===== src/rtl/muldiv_pkg.sv =====
// Shared definitions for the multiply/divide sequencer: state encoding,
// status-register codes and the default iteration count.
package muldiv_pkg;

  // FSM state encoding
  localparam logic [1:0] StIdle   = 2'd0;
  localparam logic [1:0] StRun    = 2'd1;
  localparam logic [1:0] StFinish = 2'd2;

  // Status-register values written on exceptions
  localparam logic [31:0] STATUS_MULT_OVF = 32'd1;
  localparam logic [31:0] STATUS_DIV_ZERO = 32'd2;

  localparam int unsigned MULDIV_ITER_DEFAULT = 32;

  // Counter width for a given step count; never narrower than one bit.
  function automatic int unsigned cnt_width(input int unsigned iters);
    return (iters > 1) ? $clog2(iters) : 1;
  endfunction

endpackage


===== src/rtl/muldiv_iter_counter.sv =====
// Loadable down-counter with a zero flag. Holds at zero instead of wrapping.
module muldiv_iter_counter #(
  parameter int unsigned CW = 5
) (
  input  logic          clock,
  input  logic          reset,
  input  logic          load,
  input  logic [CW-1:0] load_val,
  input  logic          en,
  output logic [CW-1:0] count,
  output logic          zero
);

  logic [CW-1:0] count_q, count_d;

  // Load has priority over decrement; decrement saturates at zero.
  always_comb begin
    count_d = count_q;
    if (load) begin
      count_d = load_val;
    end else if (en && (count_q != '0)) begin
      count_d = count_q - CW'(1);
    end
  end

  // Count register with synchronous reset.
  always_ff @(posedge clock) begin
    if (reset) begin
      count_q <= '0;
    end else begin
      count_q <= count_d;
    end
  end

  assign count = count_q;
  assign zero  = (count_q == '0);

endmodule


===== src/rtl/muldiv_sequencer.sv =====
// Sequencer for the iterative mult/div datapath behind the execute stage.
// Stalls the front end while the datapath steps, then emits one writeback
// strobe plus an optional status-register write.
// Build option MULDIV_EARLY_OUT_EN: multiplies with a zero operand skip the
// datapath and finish in one cycle with a zero result.
module muldiv_sequencer
  import muldiv_pkg::*;
#(
  parameter int unsigned WIDTH       = 32,
  parameter int unsigned ITER_CYCLES = MULDIV_ITER_DEFAULT,
  parameter int unsigned REG_BITS    = 5
) (
  input  logic                clock,
  input  logic                reset,
  input  logic                issue,
  input  logic                is_div,
  input  logic [WIDTH-1:0]    op_a,
  input  logic [WIDTH-1:0]    op_b,
  input  logic [REG_BITS-1:0] dest,
  output logic                stall,
  output logic                busy,
  output logic                dp_start,
  output logic                dp_is_div,
  output logic [WIDTH-1:0]    dp_a,
  output logic [WIDTH-1:0]    dp_b,
  output logic                dp_step,
  input  logic [WIDTH-1:0]    dp_result,
  input  logic                dp_overflow,
  output logic                wb_valid,
  output logic [WIDTH-1:0]    wb_data,
  output logic [REG_BITS-1:0] wb_reg,
  output logic                status_wren,
  output logic [31:0]         status_data
);

  localparam int unsigned   CW      = cnt_width(ITER_CYCLES);
  localparam logic [CW-1:0] LoadVal = CW'(ITER_CYCLES - 1);

  logic [1:0]          state_q, state_d;
  logic                div0_q, div0_d;
  // Result is forced to zero (divide by zero or multiply early-out).
  logic                zero_res_q, zero_res_d;
  logic                is_div_q, is_div_d;
  logic [WIDTH-1:0]    a_q, a_d, b_q, b_d;
  logic [REG_BITS-1:0] reg_q, reg_d;

  logic          accept, div0, early, cnt_load, cnt_zero, in_run, in_finish, mult_ovf;
  logic [CW-1:0] cnt;

  assign in_run    = (state_q == StRun);
  assign in_finish = (state_q == StFinish);
  // FINISH accepts a new issue exactly like IDLE (back-to-back).
  assign accept    = issue && ((state_q == StIdle) || in_finish);
  assign div0      = is_div && (op_b == '0);

`ifdef MULDIV_EARLY_OUT_EN
  assign early = !is_div && ((op_a == '0) || (op_b == '0));
`else
  assign early = 1'b0;
`endif

  muldiv_iter_counter #(
    .CW (CW)
  ) u_iter_counter (
    .clock    (clock),
    .reset    (reset),
    .load     (cnt_load),
    .load_val (LoadVal),
    .en       (in_run),
    .count    (cnt),
    .zero     (cnt_zero)
  );

  // Next-state and operand-latch logic.
  always_comb begin
    state_d    = state_q;
    div0_d     = div0_q;
    zero_res_d = zero_res_q;
    is_div_d   = is_div_q;
    a_d        = a_q;
    b_d        = b_q;
    reg_d      = reg_q;
    cnt_load   = 1'b0;
    case (state_q)
      StRun:   if (cnt_zero) state_d = StFinish;
      default: state_d = StIdle;
    endcase
    if (accept) begin
      a_d        = op_a;
      b_d        = op_b;
      is_div_d   = is_div;
      reg_d      = dest;
      div0_d     = div0;
      zero_res_d = div0 || early;
      if (div0 || early) begin
        state_d = StFinish;
      end else begin
        state_d  = StRun;
        cnt_load = 1'b1;
      end
    end
  end

  // State and latched-operand registers, synchronous reset.
  always_ff @(posedge clock) begin
    if (reset) begin
      state_q    <= StIdle;
      div0_q     <= 1'b0;
      zero_res_q <= 1'b0;
      is_div_q   <= 1'b0;
      a_q        <= '0;
      b_q        <= '0;
      reg_q      <= '0;
    end else begin
      state_q    <= state_d;
      div0_q     <= div0_d;
      zero_res_q <= zero_res_d;
      is_div_q   <= is_div_d;
      a_q        <= a_d;
      b_q        <= b_d;
      reg_q      <= reg_d;
    end
  end

  // Overflow only counts for a multiply that actually went through the datapath.
  assign mult_ovf = !is_div_q && dp_overflow && !zero_res_q;

  // Control and writeback outputs, decoded from state.
  always_comb begin
    stall       = in_run || accept;
    busy        = in_run;
    dp_step     = in_run;
    // Counter still holds its load value only in the first RUN cycle.
    dp_start    = in_run && (cnt == LoadVal);
    wb_valid    = in_finish;
    wb_data     = (in_finish && !zero_res_q) ? dp_result : '0;
    status_wren = in_finish && (div0_q || mult_ovf);
    status_data = '0;
    if (in_finish) begin
      if (div0_q)        status_data = STATUS_DIV_ZERO;
      else if (mult_ovf) status_data = STATUS_MULT_OVF;
    end
  end

  assign dp_is_div = is_div_q;
  assign dp_a      = a_q;
  assign dp_b      = b_q;
  assign wb_reg    = reg_q;

endmodule


===== config.mk =====
export PLATFORM = sky130hd
export DESIGN_NAME = muldiv_sequencer
export DESIGN_NICKNAME = d
export VERILOG_FILES = /design/src/rtl/muldiv_pkg.sv /design/src/rtl/muldiv_iter_counter.sv /design/src/rtl/muldiv_sequencer.sv
export SDC_FILE = /design/constraint.sdc
export NUM_CORES = 1
export LEC_CHECK = 0
export ABC_AREA = 1
export ABC_CLOCK_PERIOD_IN_PS = 1410
export CORE_MARGIN = 1.5
export CORE_UTILIZATION = 30
export CTS_BUF_LIST = sky130_fd_sc_hd__clkbuf_2 sky130_fd_sc_hd__clkbuf_4 sky130_fd_sc_hd__clkbuf_8
export DETAILED_ROUTE_END_ITERATION = 10
export PLACE_DENSITY = 0.69
export SLEW_MARGIN = 10
export SYNTH_ARGS = -nofsm -noshare
export SYNTH_HDL_FRONTEND = slang
export SYNTH_SLANG_ARGS = --single-unit

===== constraint.sdc =====
create_clock -name clock -period 1.41 [get_ports clock]
set_input_delay 0.423 -clock clock [delete_from_list [all_inputs] [get_ports clock]]
set_output_delay 0.423 -clock clock [all_outputs]
set_load 0.05 [all_outputs]

==> results.sh <==
export IMPL_wire_per_inst_um=14.9
export IMPL_grt_ovfl_total=0
export IMPL_numCtsBuffers=9
export IMPL_crit_fanout=10
export IMPL_status="complete, but fails checks"
export IMPL_core_mm2=0.0115
export IMPL_share_comb_of_total_power=0.388
export IMPL_dieHeight_um=112
export IMPL_first_pass_iters=5
export IMPL_setup_viol=40
export IMPL_layout_min_cycle_time_ns=1.88
export IMPL_arrival_ns=1.45
export IMPL_worstSetupPathType="reg2out"
export IMPL_fin_tns_setup_ns=-16.97
export IMPL_timing_max_cap_violations=0
export IMPL_wirelength_um=13200
export IMPL_p_sw_frac=0.346
export IMPL_grt_max_degree=43
export IMPL_ant_nets=0
export IMPL_die_w_um=112
export IMPL_clock_fmax_ghz=0.533
export IMPL_yosysSeqAreaShare=0.442
export IMPL_multi_input_area_mm2=0.00185
export IMPL_cts_tree="yes"
export IMPL_crit_path_end_kind="output port"
export IMPL_start_util=0.308
export IMPL_ys_warn_count=0
export IMPL_place_congestion=0.839
export IMPL_via_per_inst=4.52
export IMPL_ys_types=22
export IMPL_clkTransAtPathRegs_ns=0.08
export IMPL_hold_path_class="in2reg"
export IMPL_syn_cell_area_mm2=0.00353
export IMPL_die_area_mm2=0.0124
export IMPL_clock_sinks=78
export IMPL_cts_buffer_depth=2
export IMPL_io_pins=246
export IMPL_violations="negative setup slack"
export IMPL_mostFrequentLayoutCells="125 x nor2_1, 118 x buf_12, 102 x clkdlybuf4s50_1"
export IMPL_dr_first_iter_drc_count=226
export IMPL_dpl_hpwl_um=9840
export IMPL_rows=39
export IMPL_leakage_nw=3.36
export IMPL_fin_nets=847
export IMPL_slew_viol_final=0
export IMPL_drive_gt1_frac=0.339
export IMPL_timing_final_hold_violations=0
export IMPL_p_switching_mw=2.65
export IMPL_start_kind="register"
export IMPL_htreeDepth=3
export IMPL_ff_latch_area_mm2=0.00157
export IMPL_grt_total_usage=0.201
export IMPL_fin_ws_ns=-0.466
export IMPL_clock_tree_root_cell="clkbuf_8"
export IMPL_power_internal_mw=5.02
export IMPL_fillers=860
export IMPL_vdd_drop_max_mv=0.819
export IMPL_port_buffers=215
export IMPL_seqPwrFrac=0.341
export IMPL_grt_pass1_vias=4006
export IMPL_drc=0
export IMPL_syn2layout_area_growth_pct=121
export IMPL_syn_inst=498
export IMPL_grt_pass1_wl_um=20000
export IMPL_clk_latency_ns=0.35
export IMPL_rsz0062_at_grt="yes"
export IMPL_ys_seq_elements=78
export IMPL_finalClockSkew_ns=0.00395
export IMPL_fin_area_mm2=0.00782
export IMPL_final_common_cell="nor2_1"
export IMPL_antenna_found_initial=1
export IMPL_avgSynthCellArea_um2=7.10
export IMPL_fin_crit_sh=1.33
export IMPL_crit_required_ns=0.99
export IMPL_pwr_density_cell_mw_per_mm2=981
export IMPL_dpl_cell_area_mm2=0.00730
export IMPL_power_frac_clock=0.271
export IMPL_via_count=4013
## worst paths after layout
check | from | to | slack (ns) | depth (start not counted)
max reg2reg | u_iter_counter.count[0] | state_q[1] | 0.04 | 9
max | state_q[1] | wb_data[14] | -0.47 | 6
min reg2reg | u_iter_counter.count[4] | u_iter_counter.count[4] | 0.48 | 2
min | op_b[0] | dp_b[0] | 0.35 | 3
## worst max-delay path: stages, from the launching register on
cell and delay [ns]:
dfxtp_2 0.35, inv_2 0.05, nor2_4 0.11, nand2_4 0.14
buf_12 0.19, nor2_4 0.10, buf_12 0.14
## metal layers
metal | track usage | part of all wire
met5 | 0 | 0
met1 | 0.223 | 0.38
met4 | 0.0498 | 0.015
met2 | 0.368 | 0.54
met3 | 0.0675 | 0.065
## cells in the mapped netlist, drive strengths merged
| master | count | share of area |
|---|---|---|
| a21oi | 22 | 0.031 |
| buf | 44 | 0.10 |
| clkbuf | 12 | 0.013 |
| conb | 1 | 0.0011 |
| dfxtp | 78 | 0.44 |
| ha | 2 | 0.0071 |
| inv | 60 | 0.064 |
| nand2 | 25 | 0.034 |
| nand3 | 10 | 0.014 |
| nand4 | 3 | 0.0053 |
| nor2 | 167 | 0.18 |
| nor3 | 3 | 0.0042 |
| o21ai | 71 | 0.10 |
## what timing repair did
action                                  CTS  global route
endpoints found under the setup margin   46            51
cloned                                    0             2
hold endpoints to repair                  0             0
hold buffers                              0             0
setup buffers                             7             2
pin swaps                                 8            16
resized for setup                        18            32
## layout make-up
type	instances	area share
Inverter	60	0.0301
Clock inverter	5	0.0136
Tap cell	143	0.0229
Clock buffer	11	0.0186
Sequential cell	78	0.201
Antenna cell	1	0.000320
Timing Repair Buffer	257	0.477
Multi-Input combinational cell	333	0.237
## metrics by stage
stage	hold WS (ns)	setup WS [ns]	utilization	std cells	total power [mW]
after floorplan	0.437	-0.389	-	527	4.12
after global placement	0.452	-0.387	0.637	861	5.46
after detailed placement	0.470	-0.420	0.637	861	5.51
after CTS	0.481	-0.462	0.669	884	7.66
after global routing	0.358	-0.523	0.682	888	7.98
final	0.351	-0.466	0.682	888	7.67
## logic make-up after synthesis
group           count (synthesis)  share of synthesized area
simple gates                  208                      0.239
buf+inv                       116                      0.179
compound gates                 93                      0.132
other cells                     1                    0.00106
flops                          78                      0.442
fa+ha+maj                       2                    0.00708
## power by group through the flow
stage	clock network [mW]	registers, mW	logic (mW)
after global placement	0	2.65	2.81
after detailed placement	0	2.66	2.85
after global routing	2.21	2.64	3.12
final	2.08	2.62	2.98
after floorplan	0	3.17	0.945
after CTS	2.14	2.61	2.91
No activity file was read; power rests on OpenSTA's default activity.
